<file path="config.mk">
export PLATFORM = sky130hd
export DESIGN_NAME = meter_ctrl
export DESIGN_NICKNAME = d
export VERILOG_FILES = /design/src/rtl/meter_pkg.sv /design/src/rtl/bin2bcd_seq.sv /design/src/rtl/meter_ctrl.sv
export SDC_FILE = /design/constraint.sdc
export NUM_CORES = 1
export LEC_CHECK = 0
export BUFFER_PORTS_ARGS = -buffer_cell sky130_fd_sc_hd__buf_4
export CORE_UTILIZATION = 62
export CTS_CLUSTER_SIZE = 20
export DETAILED_ROUTE_END_ITERATION = 10
export GPL_TIMING_DRIVEN = 0
export HOLD_SLACK_MARGIN = 0.12
export PLACE_DENSITY_LB_ADDON = 0.15
export SYNTH_ARGS = -nofsm -noshare
export SYNTH_HDL_FRONTEND = slang
export SYNTH_HIERARCHICAL = 1
export SYNTH_SLANG_ARGS = --single-unit
</file>
<file path="constraint.sdc">
create_clock -name clk -period 3.9 [get_ports clk]
set_clock_uncertainty 0.05 [all_clocks]
set_input_delay 0.39 -clock clk [delete_from_list [all_inputs] [get_ports clk]]
set_output_delay 0.39 -clock clk [all_outputs]
set_load 0.03 [all_outputs]
</file>
<file path="src/rtl/meter_pkg.sv">
// Shared constants, request indexing and FSM encoding for the parking-meter
// credit sequencer.
package meter_pkg;

  localparam int COUNT_W          = 14;
  localparam int BCD_W            = 16;
  localparam int MAX_COUNT_DEF    = 9999;
  localparam int FLASH_THRESH_DEF = 200;

  // Service sources, numbered so that a higher index means higher priority.
  // Adds occupy 0..NUM_ADD-1 in add_req bit order (+10, +180, +200, +550).
  localparam int NUM_ADD    = 4;
  localparam int SRC_TICK   = 4;
  localparam int SRC_PRE10  = 5;
  localparam int SRC_PRE205 = 6;
  localparam int NUM_SRC    = 7;

  localparam logic [COUNT_W-1:0] ADD_AMT [NUM_ADD] = '{14'd10, 14'd180, 14'd200, 14'd550};
  localparam logic [COUNT_W-1:0] PRESET_VAL [2]    = '{14'd10, 14'd205};

  typedef enum logic {IDLE, CONV} state_t;

  // One-hot grant of the highest-index set request bit.
  function automatic logic [NUM_SRC-1:0] pick_highest(input logic [NUM_SRC-1:0] req);
    logic [NUM_SRC-1:0] grant;
    grant = '0;
    for (int i = 0; i < NUM_SRC; i++) begin
      if (req[i]) begin
        grant    = '0;
        grant[i] = 1'b1;
      end
    end
    return grant;
  endfunction

endpackage

</file>
<file path="src/rtl/bin2bcd_seq.sv">
// Iterative double-dabble converter: one shift per clock, done pulses for one
// cycle once all COUNT_W bits have been shifted in.
module bin2bcd_seq
  import meter_pkg::*;
(
  input  logic               clk,
  input  logic               reset_n,
  input  logic               start,
  input  logic [COUNT_W-1:0] bin,
  output logic [BCD_W-1:0]   bcd,
  output logic               done
);

  localparam logic [3:0] STEPS = 4'(COUNT_W);

  logic [COUNT_W-1:0] shreg;
  logic [BCD_W-1:0]   acc;
  logic [BCD_W-1:0]   adj;
  logic [3:0]         cnt;
  logic               active;

  always_comb begin
    adj = acc;
    for (int n = 0; n < BCD_W / 4; n++) begin
      if (acc[4*n +: 4] >= 4'd5) adj[4*n +: 4] = acc[4*n +: 4] + 4'd3;
    end
  end

  // NOTE: non-blocking assignments so every flop samples pre-edge values.
  always_ff @(posedge clk) begin
    if (!reset_n) begin
      shreg  <= '0;
      acc    <= '0;
      cnt    <= '0;
      active <= 1'b0;
      done   <= 1'b0;
    end else begin
      done <= 1'b0;
      if (start) begin
        shreg  <= bin;
        acc    <= '0;
        cnt    <= STEPS;
        active <= 1'b1;
      end else if (active) begin
        acc   <= {adj[BCD_W-2:0], shreg[COUNT_W-1]};
        shreg <= shreg << 1;
        cnt   <= cnt - 4'd1;
        if (cnt == 4'd1) begin
          active <= 1'b0;
          done   <= 1'b1;
        end
      end
    end
  end

  assign bcd = acc;

endmodule

</file>
<file path="src/rtl/meter_ctrl.sv">
// Parking-meter credit sequencer: queues button/preset/tick requests, applies
// them one at a time to a saturating count, then refreshes the BCD image.
module meter_ctrl
  import meter_pkg::*;
#(
  parameter int MAX_COUNT    = MAX_COUNT_DEF,
  parameter int FLASH_THRESH = FLASH_THRESH_DEF,
  parameter int PEND_W       = 2
) (
  input  logic               clk,
  input  logic               reset_n,
  input  logic               tick,
  input  logic [NUM_ADD-1:0] add_req,
  input  logic [1:0]         preset_req,
  output logic [COUNT_W-1:0] count,
  output logic [BCD_W-1:0]   bcd,
  output logic               bcd_valid,
  output logic               flash,
  output logic               expired,
  output logic               busy,
  output logic               drop
);

  localparam logic [PEND_W-1:0] PEND_MAX = '1;

  state_t               state, state_nxt;
  logic [PEND_W-1:0]    pend     [NUM_ADD];
  logic [PEND_W-1:0]    pend_dec [NUM_ADD];
  logic [PEND_W-1:0]    pend_nxt [NUM_ADD];
  logic [NUM_ADD-1:0]   lost;
  logic                 tick_pend, pre10_pend, pre205_pend;
  logic [NUM_SRC-1:0]   pend_vec, grant, svc;
  logic                 start, conv_done;
  logic [BCD_W-1:0]     conv_bcd;
  logic [COUNT_W-1:0]   alu_result;
  logic [COUNT_W:0]     sum;

  always_comb begin
    for (int i = 0; i < NUM_ADD; i++) pend_vec[i] = (pend[i] != '0);
    pend_vec[SRC_TICK]   = tick_pend;
    pend_vec[SRC_PRE10]  = pre10_pend;
    pend_vec[SRC_PRE205] = pre205_pend;
  end

  assign grant = pick_highest(pend_vec);

  always_ff @(posedge clk) begin
    if (!reset_n) state <= IDLE;
    else          state <= state_nxt;
  end

  // NOTE: every combinational output gets a default first so no path infers a latch.
  always_comb begin
    state_nxt = state;
    case (state)
      IDLE:    if (|pend_vec) state_nxt = CONV;
      CONV:    if (conv_done) state_nxt = IDLE;
      default: state_nxt = IDLE;
    endcase
  end

  always_comb begin
    start = 1'b0;
    svc   = '0;
    if (state == IDLE && |pend_vec) begin
      start = 1'b1;
      svc   = grant;
    end
  end

  assign busy = (state != IDLE);

  // Adds are evaluated one bit wider so the clamp sees the true sum.
  always_comb begin
    alu_result = count;
    sum        = '0;
    if (svc[SRC_PRE205])     alu_result = PRESET_VAL[1];
    else if (svc[SRC_PRE10]) alu_result = PRESET_VAL[0];
    else if (svc[SRC_TICK])  alu_result = (count == '0) ? '0 : count - 1'b1;
    else begin
      for (int i = 0; i < NUM_ADD; i++) begin
        if (svc[i]) begin
          sum        = {1'b0, count} + {1'b0, ADD_AMT[i]};
          alu_result = (sum > (COUNT_W+1)'(MAX_COUNT)) ? COUNT_W'(MAX_COUNT) : sum[COUNT_W-1:0];
        end
      end
    end
  end

  // Service decrements first, so a pulse arriving alongside its own service is kept.
  always_comb begin
    for (int i = 0; i < NUM_ADD; i++) begin
      pend_dec[i] = pend[i] - PEND_W'(svc[i]);
      lost[i]     = add_req[i] && (pend_dec[i] == PEND_MAX);
      pend_nxt[i] = (add_req[i] && !lost[i]) ? pend_dec[i] + 1'b1 : pend_dec[i];
    end
  end

  always_ff @(posedge clk) begin
    if (!reset_n) begin
      for (int i = 0; i < NUM_ADD; i++) pend[i] <= '0;
      tick_pend   <= 1'b0;
      pre10_pend  <= 1'b0;
      pre205_pend <= 1'b0;
      drop        <= 1'b0;
    end else begin
      for (int i = 0; i < NUM_ADD; i++) pend[i] <= pend_nxt[i];
      tick_pend   <= (tick_pend   && !svc[SRC_TICK])   || tick;
      pre10_pend  <= (pre10_pend  && !svc[SRC_PRE10])  || preset_req[0];
      pre205_pend <= (pre205_pend && !svc[SRC_PRE205]) || preset_req[1];
      drop        <= |lost;
    end
  end

  always_ff @(posedge clk) begin
    if (!reset_n) begin
      count     <= '0;
      bcd       <= '0;
      bcd_valid <= 1'b1;
    end else begin
      if (start) begin
        count     <= alu_result;
        bcd_valid <= 1'b0;
      end
      if (state == CONV && conv_done) begin
        bcd       <= conv_bcd;
        bcd_valid <= 1'b1;
      end
    end
  end

  assign flash   = (count < COUNT_W'(FLASH_THRESH));
  assign expired = (count == '0);

  bin2bcd_seq u_bin2bcd (
    .clk     (clk),
    .reset_n (reset_n),
    .start   (start),
    .bin     (alu_result),
    .bcd     (conv_bcd),
    .done    (conv_done)
  );

endmodule

</file>
==> metrics.csv <==
stage,metric,value,unit
run_status,run_status,completed,
final_layout,layout-drive-gt1-share,0.163,
floorplanning,num_rows,36,
yosys,synth_area_per_cell,7.54,um^2
setup_path,critical_path.reg2reg.startpoint,count[4],
setup_path,critical_path.max_stage_delay,0.39,ns
power_and_ir_drop,switching_power,1.55,mW
clock_network,clock_sink_count,80,
route,drt_iter0_drc,912,
global_routing,antenna_violations_before_repair,0,
final_layout,fin_nets,965,
yosys,async_reset_ff_frac,0,
route,aggregate_routed_wire_length,21500,um
yosys,number_of_enable_type_register_cells_in_the_synthesized_netlist,0,
timing,finalWorstPathRequiredPeriod,3.79,ns
power_and_ir_drop,p_seq_frac,0.288,
timing,min_period_over_period,0.971,
yosys,synth_top_family_by_area,simple AND/OR/NAND/NOR gates,
final_layout,final_area,7370,um^2
clock_network,ctsHtreeMaxLevel,3,
yosys,synthesis.nets,901,
placed_design,post_dp_cell_area,6950,um^2
setup_path,cp_max_fo,10,
global_routing,grt-ovfl-total,0,
setup_path,setup.worst_path.end,u_bin2bcd/shreg[9],
yosys,yosys_most_used_dff,dfxtp_1,
yosys,synth_commonest_cells,"107 x nand2_1, 80 x dfxtp_1, 66 x nor2_1",
timing,final_hold_vios,0,
timing,max_clock_freq,264,MHz
global_routing,globalRouteTotalUtil,0.382,
power_and_ir_drop,power.leakage,2.86,nW
global_routing,first_global_vias,6518,
timing,timing.slew.headroom,0.266,
final_layout,antenna-diode-count,0,
global_routing,first_pass_grt_wire_length,33000,um
final_layout,multi_input_logic_area,4500,um^2
yosys,area_fraction_in_compound_gates_after_synthesis,0.241,
setup_path,timing.critical_path.to_type,flip-flop,
yosys,ys_warn_count,6,
route,route.detailed.wl_per_inst,20.3,um
global_routing,pin_count_of_the_biggest_net_entering_global_routing,14,
final_layout,area_delta_synth_final,14.1,%
yosys,yosysMostFrequentCell,nand2_1,
clock_network,max-clock-path-buffers,2,
yosys,cell_accounting_for_the_most_synthesized_area,dfxtp_1,
flow_run,max_cap_violations,0,
power_and_ir_drop,power_per_cell_area,477,nW/um^2
setup_path,worst_path_max_delay_cell,dfxtp_1,
floorplanning,die-height,104,um
clock_network,clock_insertion_delay_worst_skew,0.37,ns
yosys,post_synth_num_cell_types,87,
floorplanning,io-pin-count,44,
route,detailroute.via_count,7057,
timing,timing_worst_slew_pin_value,1.09,ns
worst_hold_path,hold_wc_path_type,in2reg,
route,post-route-drc-count,0,
setup_path,reg2regPathDepth,18,
power_and_ir_drop,share_comb_of_total_power,0.516,
power_and_ir_drop,vdd_drop_max,0.430,mV
yosys,post_synth_instance_area,6460,um^2
setup_path,reg2reg_setup_slack,0.11,ns
placed_design,detailedPlacementHpwl,16000,um
yosys,postSynthCellCount,857,
floorplanning,initial_core_util,0.649,
setup_path,cp.arrival,3.99,ns
yosys,synth_top_area_share,0.248,
yosys,synth_xor_xnor_area_share,0.0637,
setup_path,critPathLaunch,count[4],
clock_network,tritoncts,built,
clock_network,clock_tree.root_cell,clkbuf_8,
setup_path,timing.critical_path.buf_inv,5,
clock_network,worst_setup_hold_path_clk_slew,0.08,ns
power_and_ir_drop,power.share.clock,0.196,
setup_path,crit_path_start_kind,flip-flop,
power_and_ir_drop,design_power_total,3.52,mW
timing,timing.final.max_slew_violations,0,
final_layout,seqCellArea,1600,um^2
setup_path,setup.worst_path.class,reg2reg,
final_layout,filler_cell_count,770,
yosys,synthAdderAreaFrac,0.0678,
yosys,synth-seq-area-share,0.248,
yosys,synth_mux_area_frac,0.0341,
placed_design,gpl.final_weighted_congestion,1.01,
floorplanning,fp.dieW,104,um
setup_path,worst_path_most_repeated_cell,buf_4,
power_and_ir_drop,switching_share,0.441,
worst_hold_path,worstHoldStart,preset_req[1],
yosys,synth_top_cells_by_area,"dfxtp_1 25%, ha_1 6.8%, nand2_1 6.2%",
route,viasPerCell,6.67,
worst_hold_path,worst_hold_path.num_cells,3,
yosys,synth_simple_gate_area_frac,0.274,
timing,setup_viol,0,
yosys,ys_ff_latch,80,
route,post_detailed_route_count_of_antenna_violating_nets,0,
setup_path,timing.rr.end,u_bin2bcd/shreg[9],
setup_path,critical-path-top-delay-family,compound AO/OA/AOI/OAI gates,
floorplanning,die_area,10800,um^2
setup_path,timing.critical_path.depth,18,
setup_path,worst-endpoint-required,4.11,ns
route,drt_pass1_iterations,5,
power_and_ir_drop,p_int,1.97,mW
floorplanning,core_area,9950,um^2
clock_network,cts_buffers,9,
setup_path,crit_path_cell_trace,clkbuf_4 -> buf_4 -> inv_1 -> ha_1 -> a211o_1 -> a21oi_4 -> mux2i_1 -> a221oi_2 -> buf_4 -> o31ai_4 -> buf_4 -> o21ai_0 -> o41ai_1 -> o31ai_2 -> and2_1 -> nand2_1 -> o21ai_0 -> and2_1,
placed_design,port-buffer-count,43,
## registers in the layout, indices dropped and copies added, names as in the netlist
signal            cells
u_bin2bcd/shreg      14
tick_pend             1
bcd                  16
busy                  1
count                14
drop                  1
u_bin2bcd/active      1
u_bin2bcd/done        1
pre10_pend            1
u_bin2bcd/cnt         4
u_bin2bcd/bcd        16
pre205_pend           1
pend                  8
bcd_valid             1
## metal layers
layer	GRT usage	wire length [um]	vias to the layer above
met4	0.154	708	0
met5	0	0	-
met3	0.0752	2440	80
met1	0.503	8600	3312
met2	0.611	9760	490
li1	-	-	3175
## worst min path at each step
stage / end / slack [ns]
after global routing: tick_pend / 0.22
after detailed placement: bcd[6] / 0.40
final: pre205_pend / 0.20
after global placement: bcd[2] / 0.39
after floorplan: bcd[10] / 0.39
after CTS: pre205_pend / 0.19
## timing repair
| action | in CTS | in global routing |
|---|---|---|
| pin swaps | 2 | 6 |
| hold buffers | 0 | 0 |
| gates resized for setup | 11 | 23 |
| setup buffers | 0 | 10 |
| setup endpoints to repair | 13 | 15 |
## worst register-to-register path, delay by kind of cell (launching register included)
kind,cells,cell delay (ns)
AND/OR/NAND/NOR,3,0.47
AO/OA/AOI/OAI,8,1.34
buffers and inverters,5,0.95
adder cells (fa/ha/maj),1,0.26
multiplexers,1,0.23
flip-flops,1,0.39
## power by group through the flow
stage          registers, mW  logic [mW]  clock network, mW
2_1_floorplan           1.06        1.17                  0
3_3_place_gp            1.02        1.63                  0
3_5_place_dp            1.03        1.67                  0
4_1_cts                 1.01        1.70              0.691
5_1_grt                 1.02        1.93              0.725
6_report                1.01        1.81              0.689
## kinds of logic after synthesis
| logic type | count (synthesis) |
|---|---|
| buffers and inverters | 99 |
| adders and majority gates | 35 |
| DFF | 80 |
| and+or+nand+nor | 347 |
| xor gates and xnor gates | 47 |
| muxes | 22 |
| AOI/OAI and AO/OA | 227 |
## per-stage QoR
| step | TNS [ns] | cells | utilization | worst slack, ns | hold slack, ns |
|---|---|---|---|---|---|
| floorplan | 0 | 857 | - | 0.267 | 0.395 |
| global placement | -0.903 | 1033 | 0.698 | -0.183 | 0.395 |
| detailed placement | -1.42 | 1033 | 0.698 | -0.301 | 0.402 |
| CTS | 0 | 1048 | 0.725 | 0.0205 | 0.193 |
| global route | -0.0566 | 1058 | 0.740 | -0.0261 | 0.216 |
| finish | 0 | 1058 | 0.740 | 0.111 | 0.197 |
## cell type report
class,instances,area share
Sequential cell,80,0.217
Multi-Input combinational cell,678,0.610
Clock buffer,10,0.0187
Inverter,38,0.0200
Timing Repair Buffer,53,0.0540
Tap cell,133,0.0226
Clock inverter,5,0.0110
Buffer,61,0.0458
## placed cells by master, fill, tap and decap left out, types with 14 or more instances in the layout
cell type,synthesis,layout
nand3_1,28,27
nor2_1,66,66
buf_2,20,16
and2_1,25,25
o21ai_0,54,53
xnor2_1,34,34
mux2i_1,22,22
clkbuf_1,26,24
ha_1,35,35
a21oi_1,54,50
a31oi_1,15,14
nor3_1,24,24
nand2_1,107,107
dfxtp_1,80,79
inv_1,35,34
nand2b_1,20,20
buf_4,5,60
(Power assumes the default switching activity.)
